File: src/rtl/ps_general_csr_v2.sv
// ---------------------------------------------------------------------------
// ps_general_csr_v2
//
// General-purpose control/status register block for the packet subsystem.
// Provides two scratch registers, a read-only build/status word, the
// synchronized HSSI RX/TX init_done state, sticky change events with an
// interrupt mask, and a 64-bit free-running uptime counter whose high word
// is latched on every low-word read so software sees a coherent pair.
//
// Register map (byte addresses, word aligned; misaligned = unmapped):
//   0x00 scratch0    RW  (byte enables honoured)
//   0x04 status      RO
//   0x08 init_status RO  [i] = rx[i], [16+i] = tx[i]
//   0x0C event       W1C (byte enables honoured, hardware set wins)
//   0x10 irq_mask    RW  (byte enables honoured)
//   0x14 uptime_lo   RO  (read also captures uptime[63:32] into shadow)
//   0x18 uptime_hi   RO  (returns shadow)
//   0x1C scratch1    RW  (byte enables honoured)
//
// Ports:
//   clk, reset_n          clock (rising edge), synchronous active-low reset
//   rx_init_done_i        per-port RX ready, asynchronous to clk
//   tx_init_done_i        per-port TX ready, asynchronous to clk
//   address               byte address of the access
//   read, write           access strobes (may both be high in one cycle)
//   writedata, byteenable write payload and per-byte lane enables
//   readdata              read result, registered
//   readdatavalid         registered copy of read
//   irq_o                 level interrupt, OR of enabled events, registered
//
// Read handshake: there is no back-pressure. A read strobe sampled high at a
// rising edge produces readdatavalid = 1 for exactly one cycle after that
// edge with readdata holding the value the register had before the edge.
// readdata is 0 whenever readdatavalid is 0 or the address is unmapped.
// Writes complete at the edge they are sampled on.
// ---------------------------------------------------------------------------
module ps_general_csr_v2 #(
    parameter int HSSI_PORT   = 2,
    parameter int DMA_CH      = 6,
    parameter int DBG_CNTR_EN = 0
) (
    input  logic                 clk,
    input  logic                 reset_n,
    input  logic [HSSI_PORT-1:0] rx_init_done_i,
    input  logic [HSSI_PORT-1:0] tx_init_done_i,
    input  logic [4:0]           address,
    input  logic                 read,
    input  logic                 write,
    input  logic [31:0]          writedata,
    input  logic [3:0]           byteenable,
    output logic [31:0]          readdata,
    output logic                 readdatavalid,
    output logic                 irq_o
);

    localparam logic [2:0] IDX_SCRATCH0  = 3'd0;
    localparam logic [2:0] IDX_STATUS    = 3'd1;
    localparam logic [2:0] IDX_INIT      = 3'd2;
    localparam logic [2:0] IDX_EVENT     = 3'd3;
    localparam logic [2:0] IDX_IRQ_MASK  = 3'd4;
    localparam logic [2:0] IDX_UPTIME_LO = 3'd5;
    localparam logic [2:0] IDX_UPTIME_HI = 3'd6;
    localparam logic [2:0] IDX_SCRATCH1  = 3'd7;

    // Version 2.0, followed by the build-time configuration fields.
    localparam logic [31:0] STATUS_VAL = {
        11'd0,
        (DBG_CNTR_EN != 0),
        4'(HSSI_PORT),
        4'(DMA_CH / HSSI_PORT),
        4'(HSSI_PORT),
        4'd0,
        4'd2
    };

    // Synchronizers and previous-value history for change detection.
    logic [HSSI_PORT-1:0] rx_sync1_q, rx_sync2_q, rx_prev_q;
    logic [HSSI_PORT-1:0] tx_sync1_q, tx_sync2_q, tx_prev_q;

    logic [31:0] scratch0_q, scratch0_d;
    logic [31:0] scratch1_q, scratch1_d;
    logic [31:0] irq_mask_q, irq_mask_d;
    logic [31:0] event_q,    event_d;
    logic [63:0] uptime_q,   uptime_d;
    logic [31:0] shadow_q,   shadow_d;
    logic [31:0] readdata_q, readdata_d;
    logic        readdatavalid_q, readdatavalid_d;
    logic        irq_q, irq_d;

    logic [31:0] be_mask;
    logic [2:0]  word_idx;
    logic        aligned;
    logic        wr_hit;
    logic        rd_hit;
    logic [31:0] init_status;
    logic [31:0] event_set;
    logic [31:0] event_clr;

    always_comb begin
        be_mask     = {{8{byteenable[3]}}, {8{byteenable[2]}},
                       {8{byteenable[1]}}, {8{byteenable[0]}}};
        word_idx    = address[4:2];
        aligned     = (address[1:0] == 2'b00);
        wr_hit      = write && aligned;
        rd_hit      = read && aligned;

        init_status = {16'(tx_sync2_q), 16'(rx_sync2_q)};
        // Any edge of a synchronized bit, in either direction, is an event.
        event_set   = {16'(tx_sync2_q ^ tx_prev_q), 16'(rx_sync2_q ^ rx_prev_q)};

        scratch0_d  = scratch0_q;
        scratch1_d  = scratch1_q;
        irq_mask_d  = irq_mask_q;
        event_clr   = '0;

        if (wr_hit) begin
            case (word_idx)
                IDX_SCRATCH0: scratch0_d = (scratch0_q & ~be_mask) | (writedata & be_mask);
                IDX_EVENT:    event_clr  = writedata & be_mask;
                IDX_IRQ_MASK: irq_mask_d = (irq_mask_q & ~be_mask) | (writedata & be_mask);
                IDX_SCRATCH1: scratch1_d = (scratch1_q & ~be_mask) | (writedata & be_mask);
                default:      ; // read-only words ignore writes
            endcase
        end

        // Set is OR'ed in after the clear so a simultaneous event survives.
        event_d  = (event_q & ~event_clr) | event_set;
        irq_d    = |(event_q & irq_mask_q);
        uptime_d = uptime_q + 64'd1;

        shadow_d        = shadow_q;
        readdata_d      = '0;
        readdatavalid_d = read;

        // Decode uses current register values, so a same-cycle write is not
        // visible to the read.
        if (rd_hit) begin
            case (word_idx)
                IDX_SCRATCH0:  readdata_d = scratch0_q;
                IDX_STATUS:    readdata_d = STATUS_VAL;
                IDX_INIT:      readdata_d = init_status;
                IDX_EVENT:     readdata_d = event_q;
                IDX_IRQ_MASK:  readdata_d = irq_mask_q;
                IDX_UPTIME_LO: begin
                    readdata_d = uptime_q[31:0];
                    shadow_d   = uptime_q[63:32];
                end
                IDX_UPTIME_HI: readdata_d = shadow_q;
                IDX_SCRATCH1:  readdata_d = scratch1_q;
                default:       readdata_d = '0;
            endcase
        end
    end

    always_ff @(posedge clk) begin
        if (!reset_n) begin
            rx_sync1_q      <= '0;
            rx_sync2_q      <= '0;
            rx_prev_q       <= '0;
            tx_sync1_q      <= '0;
            tx_sync2_q      <= '0;
            tx_prev_q       <= '0;
            scratch0_q      <= '0;
            scratch1_q      <= '0;
            irq_mask_q      <= '0;
            event_q         <= '0;
            uptime_q        <= '0;
            shadow_q        <= '0;
            readdata_q      <= '0;
            readdatavalid_q <= 1'b0;
            irq_q           <= 1'b0;
        end else begin
            rx_sync1_q      <= rx_init_done_i;
            rx_sync2_q      <= rx_sync1_q;
            rx_prev_q       <= rx_sync2_q;
            tx_sync1_q      <= tx_init_done_i;
            tx_sync2_q      <= tx_sync1_q;
            tx_prev_q       <= tx_sync2_q;
            scratch0_q      <= scratch0_d;
            scratch1_q      <= scratch1_d;
            irq_mask_q      <= irq_mask_d;
            event_q         <= event_d;
            uptime_q        <= uptime_d;
            shadow_q        <= shadow_d;
            readdata_q      <= readdata_d;
            readdatavalid_q <= readdatavalid_d;
            irq_q           <= irq_d;
        end
    end

    assign readdata      = readdata_q;
    assign readdatavalid = readdatavalid_q;
    assign irq_o         = irq_q;

endmodule

File: config.mk
export PLATFORM = sky130hd
export DESIGN_NAME = ps_general_csr_v2
export DESIGN_NICKNAME = d
export VERILOG_FILES = /design/src/rtl/ps_general_csr_v2.sv
export SDC_FILE = /design/constraint.sdc
export NUM_CORES = 1
export LEC_CHECK = 0
export BUFFER_PORTS_ARGS = -buffer_cell sky130_fd_sc_hd__buf_4
export CORE_MARGIN = 3
export CORE_UTILIZATION = 60
export DETAILED_ROUTE_END_ITERATION = 10
export GPL_TIMING_DRIVEN = 0
export PLACE_DENSITY = 0.77
export SYNTH_ARGS = -nofsm -noshare
export SYNTH_HDL_FRONTEND = slang
export SYNTH_SLANG_ARGS = --single-unit
File: constraint.sdc
create_clock -name clk -period 3.5 [get_ports clk]
set_clock_uncertainty 0.1 [all_clocks]
set_input_delay 0.7 -clock clk [delete_from_list [all_inputs] [get_ports clk]]
set_output_delay 0.7 -clock clk [all_outputs]
set_load 0.02 [all_outputs]
==> summary.txt, run 1 <==
Status
  • Outcome: completed

GRT
  • Vias in the first global route: 9907
  • Largest net degree at the start of global routing: 15
  • Initial antenna violation count: 0
  • Wire length of the first global-routing pass: approximately 56000 um
  • Total grt overflow: 0
  • GRT Overall Usage: a little over a third

Floorplan
  • Die Span X: 144 um
  • Die Height: 144 um
  • Cell row count: ~50
  • Die Area: 20700 um^2
  • Starting density of the core: 62.4%
  • IO Pins: 83
  • Core area: 18300 um^2

Clocking
  • Clock root cell: clkbuf_16
  • Inserted Clock Buffers: 27
  • Clk Latency, worst-skew pair: 540 ps
  • Clk slew on worst S/H paths: 60 ps
  • H-tree depth: 1
  • Post-CTS Resized: 0
  • Postcts setup bufs: 0
  • CTS tree: done
  • Clk sinks: 270
  • Hold_buf cts: 0
  • Clk buf depth: 3

Synthesis
  • YS warnings: 0
  • Synth cell types: 52
  • Mean post-synth cell area: 8.39 um^2
  • Synthesized Nets: 1412
  • Post-synth EDFFs: 0
  • Part of the Yosys area used for sequential elements: 47.3%
  • Yosys reg bits: between 200 and 300
  • Cell area after synthesis: approximately 11000 um^2
  • Synth async-reset ratio: 0%
  • Synth Flop Type: dfxtp_1
  • Syn Inst Count: 1362

Worst hold path
  • Hold wc startpoint: writedata[7]
  • Worst Hold Endpoint: event_q[7]
  • Hold Path Class: in2reg
  • Hold path depth: 2

Critical path
  • Crit. Startpoint: address[3]
  • Crit. End Element: flop
  • R2R cell count: 7
  • Reg2Reg Capture Point: uptime_q[61]
  • Max incr delay on CP: 570 ps
  • Critical path's most frequent cell: clkbuf_1
  • Crit start category: input pin
  • Reg2Reg Launch Point: uptime_q[2]
  • CP Max Fanout: 10
  • CP Cell Sequence: buf_4, clkbuf_1, nor2_1, and3_1, clkbuf_1, clkbuf_1, nand3_1, a21oi_1
  • Slowest CP cell: nor2_1
  • Critical path class: in2reg
  • FF-to-FF setup slack: 800 ps
  • Data required, critical path: between 3000 and 4000 ps
  • CP arrival: 3090 ps

Timing
  • Tcrit/Tclk final: 78.0%
  • Fmax: 0.366 GHz
  • Hold Slack: 258 ps
  • Worst relative slew slack: 37.1%
  • Final hold violations: 0
  • Setup violations, final: 0
  • Least-Margin Pin Slew: 944 ps
  • Fin crit period: 2730 ps
  • RSZ-0062 raised after global routing: no
  • Aggregate negative setup slack: 0 ps
  • Final Max Tran Viols: 0

Routing
  • Drt first pass iters: 5
  • Post-Route WL: about 37000 um
  • Vias per inst: approximately 6.3
  • Drc violations: 0
  • ANT nets after route: 0
  • DR vias: 10800
  • Routed len/inst: 21.3 um
  • Iter 0 DRT Violations: 1185

Finish
  • Non-filler instance count after layout: 1715
  • Reg area: 5410 um^2
  • Area delta synth->final: 15.0%
  • Share of cells above drive strength 1: 11.4%
  • Area occupied by multi-input gates: approximately 5600 um^2
  • Most frequent cells in the layout: dfxtp_1, nand2_1, a21oi_1
  • Commonest non-fill, non-tap cell in the layout: dfxtp_1
  • Number of antenna diodes: 0
  • Final nets: 1518
  • Design area: about 13000 um^2
  • Filler cell count: around 1500

Place
  • Final GP Congestion: 1.01
  • I/O Buffers: 77
  • Placed cells: between 1500 and 2000
  • Dpl hpwl: ~28000 um
  • DP Area: 12300 um^2

Pwr
  • Static leakage: 4.39 nW
  • Net Sw Frac: 23.2%
  • NetSw: 0.00144 W
  • PwrDens: 471 nW/um^2
  • Clk pwr share: between 40% and 50%
  • Power share of the sequential group: 50.1%
  • Max VDD drop: 0.348 mV
  • Int Power: 0.00476 W
  • Power share of the combinational group: ~5.0%

Run
  • Max-Cap Viols: 0
cells by family after synthesis:
logic type               share of synthesized area [%]
multiplexers                                      5.41
buffers and inverters                             3.85
XOR/XNOR                                          3.52
AO/OA/AOI/OAI                                     14.5
flip-flops                                        47.3
adder cells (fa/ha/maj)                          0.109
AND/OR/NAND/NOR                                   25.3
worst max-delay path, delay by kind of cell:
kind / cells / cell delay [ps]
buf+inv: 4 / 1280
simple gates: 3 / 970
compound gates: 1 / 150
area by class of cell:
type | instances | area share [%]
plain buffers | 98 | 3.04
clock buffers | 36 | 6.01
clock inverters | 11 | 0.457
inverters | 11 | 0.314
multi-input cells | 983 | 42.5
flip-flops and latches | 270 | 41.1
well taps | 229 | 2.18
repair buffers | 77 | 4.40
power by group through the flow:
stage | combinational, W | clock (W) | sequential, W
final | 0.000312 | 0.00278 | 0.00310
after floorplan | 0.000159 | 0 | 0.00317
after global placement | 0.000300 | 0 | 0.00317
after detailed placement | 0.000302 | 0 | 0.00317
after global routing | 0.000330 | 0.00293 | 0.00310
after CTS | 0.000303 | 0.00279 | 0.00310
routing by layer:
layer	GRT usage, %	routed length (um)
met1	47.7	14400
met2	55.4	16600
met3	6.15	4050
met4	15.0	1630
met5	0	0
worst max-delay path by stage:
stage / to / cells past startpoint
6_report: flop / 8
5_1_grt: flop / 8
4_1_cts: uptime_q[61] / 7
3_5_place_dp: flop / 8
3_3_place_gp: flop / 8
2_1_floorplan: readdata[19] / 5
through the flow:
stage               setup slack (ps)  util [%]  total power, W
CTS                              846      71.7         0.00620
global placement                 316      67.1         0.00347
finish                           770      71.7         0.00619
floorplan                       1150         -         0.00333
detailed placement               335      67.1         0.00347
global route                     605      71.7         0.00636
synth_stat cells (7+ instances only):
| cell | instances | area (um^2) |
|---|---|---|
| mux4_2 | 24 | 541 |
| nor2b_1 | 9 | 56.3 |
| dfxtp_1 | 270 | 5410 |
| xnor2_1 | 28 | 245 |
| nand4_1 | 18 | 113 |
| nand2_1 | 230 | 863 |
| o31ai_1 | 7 | 52.6 |
| o21ai_0 | 16 | 80.1 |
| buf_1 | 7 | 26.3 |
| a22oi_1 | 34 | 255 |
| xor2_1 | 18 | 158 |
| a21oi_1 | 212 | 1060 |
| nor2_1 | 114 | 428 |
| nand3_1 | 129 | 646 |
| nor4_1 | 21 | 131 |
| or3_1 | 12 | 75.1 |
| or4_1 | 9 | 67.6 |
| clkbuf_1 | 83 | 312 |
| and2_1 | 22 | 138 |
| inv_1 | 11 | 41.3 |
| nor3_1 | 18 | 90.1 |
Note: power is estimated with default switching activity, not from simulation.
==> run 2: changes to the inputs <==
--- a/config.mk
+++ b/config.mk
@@ -7,10 +7,10 @@
 export LEC_CHECK = 0
 export BUFFER_PORTS_ARGS = -buffer_cell sky130_fd_sc_hd__buf_4
 export CORE_MARGIN = 3
-export CORE_UTILIZATION = 60
+export CORE_UTILIZATION = 54
 export DETAILED_ROUTE_END_ITERATION = 10
 export GPL_TIMING_DRIVEN = 0
-export PLACE_DENSITY = 0.77
+export PLACE_DENSITY = 0.73
 export SYNTH_ARGS = -nofsm -noshare
 export SYNTH_HDL_FRONTEND = slang
 export SYNTH_SLANG_ARGS = --single-unit
==> constraint.sdc (replaced) <==
create_clock -name clk -period 2.37 [get_ports clk]
set_clock_uncertainty 0.1 [all_clocks]
set_input_delay 0.474 -clock clk [delete_from_list [all_inputs] [get_ports clk]]
set_output_delay 0.474 -clock clk [all_outputs]
set_load 0.02 [all_outputs]
==> run 2 against run 1 <==
Against the previous run: combinational power rose by 49%; wire length rose by 4.1%; non-clock buffer count rose by 13; cell count rose by 3.5%; register-to-register slack got worse by 750 ps; critical path type unchanged; largest cell class unchanged.
==> summary.txt, run 2 (same netlist as run 1, synthesis figures left out) <==
Worst hold path
  • Hold wc startpoint: writedata[23]
  • Hold Path Class: in2reg
  • Worst Hold Endpoint: event_q[23]
  • Hold path depth: 2

Timing
  • Tcrit/Tclk final: 98.5%
  • Worst relative slew slack: roughly 30%
  • Least-Margin Pin Slew: between 1000 and 1500 ps
  • Final Max Tran Viols: 0
  • Fin crit period: 2330 ps
  • Setup violations, final: 0
  • Fmax: 0.428 GHz
  • RSZ-0062 raised after global routing: yes
  • Final hold violations: 0

Finish
  • Design area: between 10000 and 15000 um^2
  • Area occupied by multi-input gates: 5760 um^2
  • Most frequent cells in the layout: dfxtp_1, nand2_1, a21oi_1
  • Final nets: 1533
  • Filler cell count: around 1700
  • Finished Core Util: around 67%
  • Area delta synth->final: 19.5%
  • Reg area: 5440 um^2
  • Share of cells above drive strength 1: 15.7%
  • Commonest non-fill, non-tap cell in the layout: dfxtp_1
  • Number of antenna diodes: 0

Clocking
  • Inserted Clock Buffers: 29
  • CTS tree: done
  • Clock root cell: clkbuf_16
  • Clk sinks: 270
  • Hold_buf cts: 0
  • Clk slew on worst S/H paths: about 60 ps
  • Clk buf depth: 3
  • H-tree depth: 1
  • Clk Latency, worst-skew pair: 540 ps

GRT
  • Total grt overflow: 0
  • Vias in the first global route: 10300
  • Initial antenna violation count: 1
  • GRT Overall Usage: 32.4%
  • Wire length of the first global-routing pass: 57000 um
  • Largest net degree at the start of global routing: 14

Critical path
  • Critical path's most frequent cell: clkbuf_1
  • Reg2Reg Capture Point: uptime_q[35]
  • R2R cell count: 6
  • Critical path class: in2reg
  • CP Cell Sequence: buf_4, clkbuf_1, clkbuf_1, buf_1, mux4_2, a21oi_1, nor2_1
  • CP arrival: 2650 ps
  • CP Max Fanout: 10
  • FF-to-FF setup slack: 50 ps
  • Data required, critical path: between 2000 and 3000 ps
  • Crit start category: input pin
  • Slowest CP cell: buf_1
  • Max incr delay on CP: 540 ps
  • Reg2Reg Launch Point: uptime_q[21]
  • Crit. End Element: flop

Pwr
  • Static leakage: 4.67 nW
  • Max VDD drop: 0.654 mV
  • PwrDens: a little over 700 nW/um^2
  • Power Total: about 0.0096 W

Routing
  • Post-Route WL: 38100 um
  • ANT nets after route: 0
  • Drc violations: 0
  • Iter 0 DRT Violations: about 1200
  • DR vias: about 11000
  • Routed len/inst: approximately 21 um
  • Vias per inst: 6.15
  • Drt first pass iters: 6

Run
  • Max-Cap Viols: 0

Status
  • Outcome: completed

Floorplan
  • Cell row count: between 50 and 60
  • Core area: 20500 um^2
  • IO Pins: 83
  • Die Area: 22900 um^2
  • Starting density of the core: 55.8%
  • Die Span X: 151 um
  • Die Height: 151 um

Place
  • Final GP Congestion: 0.959
  • I/O Buffers: 77
  • Dpl hpwl: 28100 um
  • DP Area: 12300 um^2
run 2: cell types whose count changed in the layout (fill, tap and decap cells not counted), moves of 6 or more:
cell / change
dfxtp_1: -21
dfxtp_2: +17
buf_4: +14
nor4_1: -10
clkbuf_1: -7
clkbuf_2: +7
nor4_4: +6
run 2: cell type report:
cell class	count	share of cell area (%)
flip-flops and latches	270	39.9
inverters	11	0.302
clock buffers	43	6.51
plain buffers	98	3.05
multi-input cells	983	42.2
clock inverters	10	0.669
repair buffers	90	4.95
well taps	270	2.47
run 2: metal layers:
layer / track usage [%] / routed length [um] / up-vias
met4: 14.0 / 1770 / 2
li1: - / - / 5062
met5: 0 / 13 / -
met2: 51.9 / 17400 / 638
met1: 41.7 / 14500 / 5092
met3: 7.91 / 4440 / 115
run 2: how the worst max path moves through the flow:
stage                 start           end  slack (ps)  depth (start not counted)
2_1_floorplan  uptime_q[19]  uptime_q[35]         190                          6
3_3_place_gp     address[3]          flop        -630                          8
3_5_place_dp     address[3]          flop        -580                          8
4_1_cts         uptime_q[6]  uptime_q[34]          -4                          7
5_1_grt         uptime_q[0]  uptime_q[60]         -40                          6
6_report         address[3]  readdata[29]          40                          7
run 2: repair_timing:
action	4_1_cts	5_1_grt
setup endpoints to repair	33	89
resized for setup	16	61
pin swaps	5	5
hold endpoints to repair	0	0
buffers inserted	8	5
run 2: per-stage QoR:
stage | setup WS, ps | hold WS (ps) | cells | TNS, ps
after detailed placement | -583 | 325 | 1709 | -66560
after global routing | -44.6 | 30.3 | 1775 | -85.1
after global placement | -630 | 313 | 1709 | -73560
final | 35.8 | 30.8 | 1775 | 0
after floorplan | 194 | 312 | 1362 | 0
after CTS | -4.13 | 22.6 | 1770 | -4.13
run 2: critical path, delay by kind of cell:
family	cells	cell delay [ps]
simple gates	1	80
buf+inv	4	1470
compound gates	1	220
mux	1	400
run 2: power breakdown:
group | internal [W] | leakage [nW] | switching (W)
clock network | 0.00270 | 0.485 | 0.00187
logic | 0.000141 | 1.99 | 0.000324
registers | 0.00456 | 2.19 | 0.0000223
total | 0.00740 | 4.67 | 0.00222
